[src/rtl/ahb_pkg.sv]
// Shared definitions for the AHB-Lite FIFO read slave.
// Contents: HTRANS encodings, HRESP codes, word offsets of the register map
// (HADDR[3:2]), the slave FSM state type and a helper that flags illegal
// accesses.
package ahb_pkg;

  localparam logic [1:0] HTRANS_NONSEQ = 2'b10;
  localparam logic [1:0] HTRANS_SEQ    = 2'b11;

  localparam logic HRESP_OKAY  = 1'b0;
  localparam logic HRESP_ERROR = 1'b1;

  // Word index of each register (HADDR[3:2])
  localparam logic [1:0] REG_DATA   = 2'd0;
  localparam logic [1:0] REG_STATUS = 2'd1;
  localparam logic [1:0] REG_CTRL   = 2'd2;
  localparam logic [1:0] REG_RSVD   = 2'd3;

  typedef enum logic [2:0] {
    ST_IDLE,
    ST_POP,
    ST_DATA,
    ST_WAIT,
    ST_ERR1,
    ST_ERR2
  } state_e;

  // DATA and STATUS are read-only; the reserved slot rejects everything.
  function automatic logic is_err_access(input logic [1:0] idx, input logic wr);
    return (idx == REG_RSVD) || (wr && (idx != REG_CTRL));
  endfunction

endpackage

[src/rtl/ahb_fifo_rd_regs.sv]
// CTRL / STATUS storage for the AHB FIFO read slave.
// Ports:
//   clk_i, rst_n_i      clock, async active-low reset
//   ctrl_wr_i           CTRL write strobe (data phase)
//   wdata_i[1:0]        CTRL write data: bit0 BLOCK, bit1 clear stickies
//   underflow_set_i     non-blocking read found the FIFO empty
//   timeout_set_i       blocking read gave up (timeout build only)
//   fifo_empty_i        live FIFO empty flag, reported in STATUS bit0
//   block_o             current BLOCK bit
//   status_o, ctrl_o    read views of STATUS and CTRL
// Optional feature macro: AHB_FIFO_RD_TIMEOUT_EN (timeout sticky present).
module ahb_fifo_rd_regs (
  input  logic        clk_i,
  input  logic        rst_n_i,
  input  logic        ctrl_wr_i,
  input  logic [1:0]  wdata_i,
  input  logic        underflow_set_i,
  input  logic        timeout_set_i,
  input  logic        fifo_empty_i,
  output logic        block_o,
  output logic [31:0] status_o,
  output logic [31:0] ctrl_o
);

  logic block_q, block_d;
  logic underflow_q, underflow_d;
  logic timeout_sticky;
  logic clr;

  assign clr = ctrl_wr_i & wdata_i[1];

  always_comb begin
    block_d = block_q;
    if (ctrl_wr_i) block_d = wdata_i[0];
    // A set arriving in the clearing cycle must not be lost.
    underflow_d = underflow_set_i | (underflow_q & ~clr);
  end

  always_ff @(posedge clk_i or negedge rst_n_i) begin
    if (!rst_n_i) begin
      block_q     <= 1'b0;
      underflow_q <= 1'b0;
    end else begin
      block_q     <= block_d;
      underflow_q <= underflow_d;
    end
  end

`ifdef AHB_FIFO_RD_TIMEOUT_EN
  logic timeout_q, timeout_d;

  assign timeout_d = timeout_set_i | (timeout_q & ~clr);

  always_ff @(posedge clk_i or negedge rst_n_i) begin
    if (!rst_n_i) timeout_q <= 1'b0;
    else          timeout_q <= timeout_d;
  end

  assign timeout_sticky = timeout_q;
`else
  logic unused_timeout_set;
  assign unused_timeout_set = timeout_set_i;
  assign timeout_sticky     = 1'b0;
`endif

  assign block_o  = block_q;
  assign status_o = {29'b0, timeout_sticky, underflow_q, fifo_empty_i};
  assign ctrl_o   = {31'b0, block_q};

endmodule

[src/rtl/ahb_fifo_rd_slave.sv]
// AHB-Lite slave exposing a FIFO consumer port as a read-popping DATA
// register, plus STATUS and CTRL registers.
// Ports: HCLK/HRESETn (clock, async active-low reset), AHB-Lite slave
// inputs HSEL/HADDR/HTRANS/HWRITE/HSIZE/HREADY/HWDATA, outputs
// HRDATA/HREADYOUT/HRESP, FIFO side fifo_empty/fifo_rd_en/fifo_rd_data.
// Optional feature macro: AHB_FIFO_RD_TIMEOUT_EN (bounded blocking reads).
//
// state | meaning
// IDLE  | no data phase, or zero-wait STATUS/CTRL data phase
// POP   | first DATA-read cycle: pop if data, else underflow or block
// DATA  | popped word on HRDATA, transfer completes
// WAIT  | blocking read stalled on an empty FIFO
// ERR1  | ERROR response, first cycle (HREADYOUT low)
// ERR2  | ERROR response, second cycle (HREADYOUT high)
module ahb_fifo_rd_slave
  import ahb_pkg::*;
#(
  parameter int FIFO_W  = 4,
  parameter int TIMEOUT = 16
) (
  input  logic              HCLK,
  input  logic              HRESETn,
  input  logic              HSEL,
  input  logic [7:0]        HADDR,
  input  logic [1:0]        HTRANS,
  input  logic              HWRITE,
  input  logic [2:0]        HSIZE,
  input  logic              HREADY,
  input  logic [31:0]       HWDATA,
  output logic [31:0]       HRDATA,
  output logic              HREADYOUT,
  output logic              HRESP,
  input  logic              fifo_empty,
  output logic              fifo_rd_en,
  input  logic [FIFO_W-1:0] fifo_rd_data
);

  state_e      state_q, state_d;
  logic [1:0]  idx_q;
  logic        wr_q;
  logic        reg_acc_q;
  logic        accept;
  logic        err_a;
  state_e      start_st;
  logic        underflow_set;
  logic        timeout_hit;
  logic        ctrl_wr;
  logic        block;
  logic [31:0] status_rd, ctrl_rd;

  logic unused_bus;
  assign unused_bus = ^{HSIZE, HADDR[7:4], HADDR[1:0], HWDATA[31:2]};

  assign accept = HSEL & HREADY & ((HTRANS == HTRANS_NONSEQ) | (HTRANS == HTRANS_SEQ));
  assign err_a  = is_err_access(HADDR[3:2], HWRITE);

  // Where a newly accepted address phase sends the FSM.
  always_comb begin
    start_st = ST_IDLE;
    if (accept) begin
      if (err_a)                        start_st = ST_ERR1;
      else if (HADDR[3:2] == REG_DATA)  start_st = ST_POP;
    end
  end

  always_ff @(posedge HCLK or negedge HRESETn) begin
    if (!HRESETn) begin
      state_q   <= ST_IDLE;
      idx_q     <= 2'd0;
      wr_q      <= 1'b0;
      reg_acc_q <= 1'b0;
    end else begin
      state_q   <= state_d;
      reg_acc_q <= accept & ~err_a & (HADDR[3:2] != REG_DATA);
      if (accept) begin
        idx_q <= HADDR[3:2];
        wr_q  <= HWRITE;
      end
    end
  end

`ifdef AHB_FIFO_RD_TIMEOUT_EN
  logic [7:0] tmo_q, tmo_d;

  always_ff @(posedge HCLK or negedge HRESETn) begin
    if (!HRESETn) tmo_q <= 8'd0;
    else          tmo_q <= tmo_d;
  end
`else
  logic [7:0] unused_timeout;
  assign unused_timeout = 8'(TIMEOUT);
`endif

  always_comb begin
    state_d       = state_q;
    underflow_set = 1'b0;
    timeout_hit   = 1'b0;
`ifdef AHB_FIFO_RD_TIMEOUT_EN
    tmo_d         = tmo_q;
`endif
    case (state_q)
      ST_IDLE: state_d = start_st;
      ST_POP: begin
        if (!fifo_empty) begin
          state_d = ST_DATA;
        end else if (!block) begin
          underflow_set = 1'b1;
          state_d       = start_st;
        end else begin
`ifdef AHB_FIFO_RD_TIMEOUT_EN
          // This cycle is already the first wait state; the counter holds
          // the WAIT cycles still allowed.
          if (TIMEOUT == 1) begin
            timeout_hit = 1'b1;
            state_d     = ST_ERR1;
          end else begin
            tmo_d   = 8'(TIMEOUT - 1);
            state_d = ST_WAIT;
          end
`else
          state_d = ST_WAIT;
`endif
        end
      end
      ST_DATA: state_d = start_st;
      ST_WAIT: begin
        if (!fifo_empty) begin
          state_d = ST_POP;
        end else begin
`ifdef AHB_FIFO_RD_TIMEOUT_EN
          if (tmo_q <= 8'd1) begin
            timeout_hit = 1'b1;
            state_d     = ST_ERR1;
          end else begin
            tmo_d = tmo_q - 8'd1;
          end
`endif
        end
      end
      ST_ERR1: state_d = ST_ERR2;
      ST_ERR2: state_d = start_st;
      default: state_d = ST_IDLE;
    endcase
  end

  always_comb begin
    HREADYOUT  = 1'b1;
    HRESP      = HRESP_OKAY;
    HRDATA     = 32'd0;
    fifo_rd_en = 1'b0;
    case (state_q)
      ST_IDLE: begin
        if (reg_acc_q && !wr_q)
          HRDATA = (idx_q == REG_STATUS) ? status_rd : ctrl_rd;
      end
      ST_POP: begin
        fifo_rd_en = ~fifo_empty;
        HREADYOUT  = fifo_empty & ~block;
      end
      ST_DATA: HRDATA = 32'(fifo_rd_data);
      ST_WAIT: HREADYOUT = 1'b0;
      ST_ERR1: begin
        HREADYOUT = 1'b0;
        HRESP     = HRESP_ERROR;
      end
      ST_ERR2: HRESP = HRESP_ERROR;
      default: ;
    endcase
  end

  // reg_acc_q only ever points at STATUS or CTRL, and STATUS writes error out.
  assign ctrl_wr = reg_acc_q & wr_q & (idx_q == REG_CTRL);

  ahb_fifo_rd_regs u_regs (
    .clk_i           (HCLK),
    .rst_n_i         (HRESETn),
    .ctrl_wr_i       (ctrl_wr),
    .wdata_i         (HWDATA[1:0]),
    .underflow_set_i (underflow_set),
    .timeout_set_i   (timeout_hit),
    .fifo_empty_i    (fifo_empty),
    .block_o         (block),
    .status_o        (status_rd),
    .ctrl_o          (ctrl_rd)
  );

endmodule

[config.mk]
export PLATFORM = sky130hd
export DESIGN_NAME = ahb_fifo_rd_slave
export DESIGN_NICKNAME = d
export VERILOG_FILES = /design/src/rtl/ahb_pkg.sv /design/src/rtl/ahb_fifo_rd_regs.sv /design/src/rtl/ahb_fifo_rd_slave.sv
export SDC_FILE = /design/constraint.sdc
export NUM_CORES = 1
export LEC_CHECK = 0
export ABC_AREA = 1
export CORE_MARGIN = 4
export CORE_UTILIZATION = 26
export CTS_CLUSTER_DIAMETER = 40
export DETAILED_ROUTE_END_ITERATION = 10
export MAX_ROUTING_LAYER = met4
export PLACE_DENSITY_LB_ADDON = 0.15
export SLEW_MARGIN = 0
export SYNTH_ARGS = -nofsm -noshare
export SYNTH_HDL_FRONTEND = slang
export SYNTH_SLANG_ARGS = --single-unit
[constraint.sdc]
create_clock -name HCLK -period 1.35 [get_ports HCLK]
set_input_delay 0.27 -clock HCLK [delete_from_list [all_inputs] [get_ports HCLK]]
set_output_delay 0.27 -clock HCLK [all_outputs]
set_load 0.005 [all_outputs]
# After elaboration in Yosys (flattened, before gate mapping)
# Index checks and enable logic that the tools add are counted.
[word_totals]
out_inout_bits = 35
reg_bits = 9
word_cells = 59
[op_classes]
n_mux = 16
n_bitwise = 15
n_eq_ne = 12
n_reduce_logical = 10
[ops]
columns = ["op", "n"]
rows = [
  ["2-to-1 mux 3 bit", 5],
  ["case mux 3 bit (4 select lines)", 1],
  ["bitwise AND 1 bit", 9],
  ["== test 2 bit (second input constant)", 4],
  ["case mux 4 bit (2 select lines)", 1],
  ["== test 3 x 2 -> 1 bit (second input constant)", 2],
  ["== test 3 bit (second input constant)", 2],
  ["2-to-1 mux 1 bit", 6],
  ["2-to-1 mux 2 bit", 2],
  ["inequality test 2 bit (second input constant)", 2],
  ["NOT 1 bit", 4],
  ["OR reduction 2 bit", 2],
  ["== test 3 x 1 -> 1 bit (second input constant)", 1],
  ["logical NOT 3 bit", 1],
  ["OR reduction 3 bit", 1],
  ["== test 2 x 1 -> 1 bit (second input constant)", 1],
  ["logical AND 1 bit", 2],
  ["logical NOT 2 bit", 1],
  ["OR 1 bit", 2],
  ["case mux 1 bit (2 select lines)", 1],
  ["nonzero test 2 bit", 1],
  ["logical NOT 1 bit", 1],
  ["logical OR 1 bit", 1],
]

# Logic depth before layout (Yosys ltp)
# Gate-level depths: netlist (run 1).
[logic_depth]
ltp_word = 8
mapped_depth = 8
depth_no_buf = 7

# Modules after synthesis
# A second synthesis (run 1) with hierarchy kept.
[unflattened]
hier_cells = 319
area_unflattened_um2 = 1755.4
[by_module_without_submodules]
columns = ["module", "seq_area_each_um2", "cells_per_inst", "instances", "area_each_um2"]
rows = [
  ["ahb_fifo_rd_slave", 175.2, 245, 1, 1193.6],
  ["ahb_fifo_rd_regs", 50.0, 74, 1, 561.8],
]

# Least setup slack after synthesis (run 1)
# Ideal clock, no wire load.
[synth_path]
path_kind = "register to output"
start = "register state_q[0]"
end = "output HRDATA[0]"
setup_slack_ns = 0.200
arrival_time_ns = 0.880
path_stages_with_launch = 6
path_cell_list = "dfrtp_1 nor2_2 inv_2 nor2_2 o211ai_1 nand2_1"
[synth_via]
elab_chain_len = 2
[synth_rtl]
columns = ["item", "line", "rtl"]
rows = [
  ["from (decl)", "ahb_fifo_rd_slave.sv:38", "state_e state_q, state_d;"],
  ["from (signal assigned)", "ahb_fifo_rd_slave.sv:73", "state_q <= state_d;"],
  ["== test 3 x 2 -> 1 bit or logical NOT 3 bit (tied branches)", "ahb_fifo_rd_slave.sv:151", "case (state_q)"],
  ["case mux 4 bit (2 select lines) *", "ahb_fifo_rd_slave.sv:151", ""],
  ["to (decl)", "ahb_fifo_rd_slave.sv:30", "output logic [31:0] HRDATA,"],
]
# Every way passes the cells marked *; elsewhere a longest branch is shown, timed or not.

# Worst setup path after layout (run 1)
[layout_path]
start = "register state_q[2]"
end = "output HREADYOUT"
[layout_via]
elab_chain_len = 3
[layout_rtl]
columns = ["item", "line", "rtl"]
rows = [
  ["== test 3 x 2 -> 1 bit or == test 3 bit (tied branches)", "ahb_fifo_rd_slave.sv:151", ""],
  ["OR reduction 2 bit (no source line)", "n/a", ""],
  ["case mux 1 bit (2 select lines) *", "ahb_fifo_rd_slave.sv:151", ""],
  ["to (decl)", "ahb_fifo_rd_slave.sv:31", "output logic HREADYOUT,"],
]
# Marked as above.

==> results of run 1 <==
## cells in the final DEF, fill, tap and decap left out, drive strengths merged
cell type      count
dfrtp              9
nand2             22
clkdlybuf4s50     14
inv               14
nand4              1
buf               30
nor2              15
a21oi              2
o211ai             1
nand3              8
clkbuf             4
o21ai              7
o22ai              1
conb              28
## per-stage QoR
step,util,cells,area (um2)
2_1_floorplan,-,137,858
3_3_place_gp,0.362,175,998
3_5_place_dp,0.362,175,998
4_1_cts,0.384,185,1060
5_1_grt,0.410,187,1130
6_report,0.410,187,1130
## where the power goes
part | switching, mW | internal, mW | total (mW)
Clock | 0.0901 | 0.114 | 0.204
Sequential | 0.0466 | 0.333 | 0.380
Combinational | 0.424 | 0.530 | 0.953
## registers in the layout, summed over array words and instances (netlist names)
| name | count |
|---|---|
| idx_q | 2 |
| reg_acc_q | 1 |
| state_q | 3 |
| u_regs.block_o | 1 |
| u_regs.underflow_q | 1 |
| wr_q | 1 |
## cells by family after synthesis
group,after synthesis,share of synthesized area
compound gates,11,0.0777
flops,9,0.298
buf+inv,43,0.362
other cells,1,0.00495
simple gates,46,0.258
## layer usage
layer  up-vias  track usage
li1        374            -
met1       323        0.107
met2        28        0.172
met3         4       0.0186
met4         0       0.0818
met5         -            -
## repair_timing
action                                  CTS  global route
pin swaps                                 6             8
gates resized for setup                  38            16
setup buffers                             7             6
endpoints found under the setup margin    7             9
## how the worst min path moves through the flow
stage / cells past startpoint / end / slack [ns] / start
final: 1 / state_q[2]$_DFFE_PN0P_ / 0.31 / HRESETn
after global routing: 1 / state_q[0]$_DFFE_PN0P_ / 0.33 / HRESETn
after CTS: 1 / idx_q[0]$_DFFE_PN0N_ / 0.32 / HRESETn
after detailed placement: 2 / idx_q[0]$_DFFE_PN0N_ / 0.48 / idx_q[0]$_DFFE_PN0N_
after global placement: 2 / idx_q[0]$_DFFE_PN0N_ / 0.48 / idx_q[0]$_DFFE_PN0N_
after floorplan: 0 / idx_q[0]$_DFFE_PN0N_ / -0.03 / HRESETn
## layout make-up
cell class                 count  area (um2)
fill                         299        1630
multi-input combinational     85         409
timing repair buffer          44         374
sequential                     9         225
inverter                      14        57.6
tap                           31        38.8
clock buffer                   4        26.3
## worst max-delay path, stage by stage (launching register included)
cell     delay [ns]
dfrtp_1        0.41
buf_6          0.13
buf_6          0.11
inv_4          0.05
nand2_4        0.05
inv_4          0.06
nand3_4        0.08
nand2_1        0.07
buf_2          0.11
==> key figures, run 1 <==
Detailed routing
  • Highest Signal Layer: met4
  • WL met3: 158 um
  • Routed length per placed instance: 9.27 um
  • DRT Pass-1 Iters: 4
  • Metal2 WL: 868 um
  • Detailed Route WL: 1.73 mm
  • DRT iter0 DRCs: 32
  • Vias per cell: 3.90
  • Vias: 729
  • Post-route ant nets: 0
  • # DRC: 0
  • WL met1: 666 um

Final layout
  • Antenna Diode Count: 0
  • NumNets Final: 212
  • Share of post-route cells with drive strength above 1: 0.308
  • Area growth from synthesis to layout: 49.4%

Placed design
  • Pre-CTS setup slack: -0.537 ns
  • PortBufs: 21
  • Gp weighted congestion: 0.809
  • Placed wire-length estimate: 1.37 mm

Timing
  • Setup TNS: -1.26 ns
  • Period utilisation layout: 1.19
  • Final Hold Vio Count: 0
  • Worst hold margin: 0.306 ns
  • Clk_skew: 0.00230 ns
  • Min Tclk post-route: 1.61 ns
  • Worst setup slack after layout: -0.257 ns
  • Max Fclk: 0.622 GHz
  • RSZ-0062 raised after global routing: yes
  • Final-report max-slew violation count: 0
  • Final setup vio count: 7

Critical path
  • CP Launch Point: state_q[2]$_DFFE_PN0P_
  • R2R Setup Slk: 0.01 ns
  • Crit Path Category: reg2out
  • Reg2reg path depth: 11
  • Max Fanout on Critical Path: 2
  • Reg-to-reg startpoint: state_q[2]$_DFFE_PN0P_
  • CP Launch Type: register
  • CP arrival: 1.34 ns
  • FF-to-FF End: state_q[2]$_DFFE_PN0P_
  • CP required: 1.08 ns
  • CP Capture Type: output pin
  • Critical Path End: HREADYOUT

Floorplan
  • Die W: 62.0 um
  • Die height: 62.0 um
  • Total core area: 2760 um2
  • I/O pins: 90
  • Die footprint: 3840 um2
  • Num rows: 19
  • Starting Density: 0.275

GRT
  • Antenna violations before repair: 0
  • Vias in the first global route: 708
  • Global route overflow: 0
  • Pin count of the biggest net entering global routing: 10
  • First-pass GRT wire length: 2.79 mm
  • Tot GR Track Use: 0.104

Clocking
  • CTS tree: yes
  • H-tree depth: 1
  • Root Driver: clkbuf_4
  • Hold buffer count at cts: 0
  • Clock latency on the worst-skew pair: 0.26 ns
  • Clock Path Buffers: 2
  • CTS Sinks: 9
  • Total CTS buffers: 3
  • Worst-path clk slew: 0.06 ns

Synth
  • Ys async rst share: 1.00
  • Largest area contributor in the netlist: dfrtp_1
  • Most frequent cell after synthesis: buf_4
  • Synth Area per Inst: 6.88 um2
  • Gate Count Post-Synth: 110
  • Synth warn: 0
  • Top post-synthesis cells by count: buf_4, nand2_1, inv_1, nor2_1, dfrtp_1
  • Top cells by area, synth: dfrtp_1, buf_4, nand2_1, inv_1, nor2_1
  • Mapped cell area: 757 um2
  • Post-synthesis register bit count: 9
  • EDFF count, synth: 0
  • Register area share after synthesis: 0.298
  • Share of the synthesized area in the top cell type: 0.298
  • Post-synth top flop: dfrtp_1
  • Post-synthesis cell type count: 16

Job
  • Maxcap violations: 0

Power
  • Pwr/cell area: 1360 nW/um2
  • Worst ir drop on vdd: 0.728 mV
  • Leak: 0.622 nW
  • Overall power: 1.54 mW

Status
  • Failing checks: setup timing
  • Status: finished, violations left

Hold path
  • Hold WC Path Type: in2async
(Power assumes the default switching activity.)
==> run 2: changes to the inputs <==
PLACE_DENSITY = 0.89   (was not set)
PLACE_DENSITY_LB_ADDON = not set   (was 0.15)
==> run 2 against run 1 <==
The run still ends with setup timing left. Die area unchanged. Non-clock buffer count unchanged. Wire length increased by 11%. Worst setup slack improved by 0.030 ns. Global-route usage decreased by 0.58 points. Largest cell class unchanged. Sequential share of layout area about the same.
==> key figures, run 2 (synthesis gave the netlist of run 1 again) <==
GRT
  • Global route overflow: 0 (unchanged)
  • Vias in the first global route: 639 (-9.7%)
  • Antenna violations before repair: 0 (unchanged)
  • Tot GR Track Use: 0.0979 (-0.00580)
  • Pin count of the biggest net entering global routing: 11 (+1)
  • First-pass GRT wire length: 2.61 mm (-6.4%)

Critical path
  • Crit Path Category: reg2out
  • R2R Setup Slk: 0.03 ns (+0.02 ns)
  • Highest-delay cell along the critical path: dfrtp_1
  • Max Fanout on Critical Path: 2 (unchanged)
  • CP Launch Type: register
  • Slowest stage delay, CP: 0.40 ns (about the same)
  • CP arrival: 1.31 ns (-0.03 ns)
  • CP cell instances: nor2_2 > buf_4 > inv_4 > nor2_4 > o211ai_1 > nand2_1 > buf_2
  • CP Capture Type: output pin
  • Reg2reg path depth: 9 (-2)
  • CP required: 1.08 ns (about the same)

Detailed routing
  • Metal2 WL: 1.02 mm (+18%)
  • Post-route ant nets: 0 (unchanged)
  • WL met3: 149 um (-5.7%)
  • Highest Signal Layer: met4
  • # DRC: 0 (unchanged)
  • WL met1: 710 um (+6.6%)
  • Vias per cell: 3.94 (+0.96%)
  • Routed length per placed instance: 10.3 um (+11%)
  • DRT Pass-1 Iters: 4 (unchanged)
  • Vias: 736 (+0.96%)
  • Detailed Route WL: 1.93 mm (+11%)
  • DRT iter0 DRCs: 8 (-75%)

Timing
  • RSZ-0062 raised after global routing: yes
  • Final Hold Vio Count: 0 (unchanged)
  • Final setup vio count: 7 (unchanged)
  • Setup TNS: -1.15 ns (+0.107 ns)
  • Min Tclk post-route: 1.58 ns (-0.0303 ns)
  • Period utilisation layout: 1.17 (-0.0225)
  • Final-report max-slew violation count: 0 (unchanged)
  • Worst hold margin: 0.295 ns (-0.0103 ns)
  • Clk_skew: 0.00616 ns (+0.00387 ns)
  • Worst setup slack after layout: -0.227 ns (+0.0303 ns)
  • Max Fclk: 0.634 GHz (+1.9%)

Power
  • Worst ir drop on vdd: 0.848 mV (+17%)
  • Leak: 0.622 nW (about the same)
  • Pwr/cell area: 1410 nW/um2 (+4.1%)
  • Overall power: 1.60 mW (+4.0%)

Placed design
  • Post-Place Cells: 175 (unchanged)
  • Gp weighted congestion: 0.867 (+7.2%)
  • Pre-CTS setup slack: -0.557 ns (-0.0207 ns)
  • Placed wire-length estimate: 1.39 mm (+1.7%)
  • PortBufs: 21 (unchanged)

Floorplan
  • Die W: 62.0 um (unchanged)
  • Total core area: 2760 um2 (unchanged)
  • Die height: 62.0 um (unchanged)
  • Num rows: 19 (unchanged)
  • I/O pins: 90 (unchanged)
  • Die footprint: 3840 um2 (unchanged)
  • Starting Density: 0.275 (unchanged)

Job
  • Maxcap violations: 0 (unchanged)

Final layout
  • Most common cell after layout, fill and taps aside: conb_1
  • Reg with most FFs: state_q
  • Top flop regs: state_q: 3 flops, idx_q: 2 flops
  • Share of post-route cells with drive strength above 1: 0.327 (+0.0192)
  • NumNets Final: 212 (unchanged)
  • Antenna Diode Count: 0 (unchanged)
  • Most frequent cells in the layout: conb_1, nand2_1, buf_4
  • Max reg flops: 3 (unchanged)
  • Non-Filler Instances: 187 (unchanged)
  • Area growth from synthesis to layout: 49.3%

Status
  • Status: finished, violations left
  • Failing checks: setup timing

Clocking
  • CTS tree: yes
  • Worst-path clk slew: 0.06 ns (about the same)
  • Total CTS buffers: 3 (unchanged)
  • Clock Path Buffers: 2 (unchanged)
  • CTS Sinks: 9 (unchanged)
  • H-tree depth: 1 (unchanged)
  • Hold buffer count at cts: 0 (unchanged)
  • Clock latency on the worst-skew pair: 0.26 ns (about the same)
  • Root Driver: clkbuf_4

Hold path
  • Hold WC Path Type: in2async
-- run 2: worst paths after layout --
check | end | from
max in group asynchronous | idx_q[0]$_DFFE_PN0N_ | HRESETn
worst max register to register | state_q[0]$_DFFE_PN0P_ | state_q[2]$_DFFE_PN0P_
worst min-delay path | state_q[2]$_DFFE_PN0P_ | HRESETn
worst max-delay path | HRDATA[0] | state_q[2]$_DFFE_PN0P_
worst min register to register | u_regs.underflow_q$_DFF_PN0_ | u_regs.underflow_q$_DFF_PN0_
min in group HCLK | u_regs.underflow_q$_DFF_PN0_ | u_regs.underflow_q$_DFF_PN0_
-- run 2: power by group --
part | switching [mW] | total [mW] | leakage [nW] | internal [mW]
registers | 0.0449 | 0.378 | 0.113 | 0.334
logic | 0.465 | 1.01 | 0.494 | 0.548
clock network | 0.0937 | 0.208 | 0.0150 | 0.114
total | 0.603 | 1.60 | 0.622 | 0.995
-- run 2: layout make-up --
class	instances	area, um2
Inverter	14	55.1
Fill cell	296	1630
Tap cell	31	38.8
Timing Repair Buffer	44	374
Sequential cell	9	225
Clock buffer	4	26.3
Multi-Input combinational cell	85	410
-- run 2: what timing repair did --
| action | CTS | global route |
|---|---|---|
| setup buffers | 9 | 1 |
| pin swaps | 12 | 12 |
| endpoints found under the setup margin | 7 | 9 |
| resized for setup | 41 | 15 |
| gates cloned | 0 | 0 |
-- run 2: per-stage QoR --
| step | utilization | area [um2] |
|---|---|---|
| 5_1_grt | 0.410 | 1130 |
| 3_3_place_gp | 0.362 | 998 |
| 6_report | 0.410 | 1130 |
| 2_1_floorplan | - | 858 |
| 3_5_place_dp | 0.362 | 998 |
| 4_1_cts | 0.397 | 1090 |
-- run 2: layer usage --
layer,vias up,global-route usage
li1,375,-
met1,324,0.103
met2,32,0.163
met4,0,0.0636
met3,5,0.0227
met5,-,-
-- run 2: worst max-delay path: cells and delay by family (launching register included) --
family,cells,cell delay [ns]
AND/OR/NAND/NOR,3,0.27
AO/OA/AOI/OAI,1,0.10
flip-flops,1,0.40
buffers and inverters,3,0.26
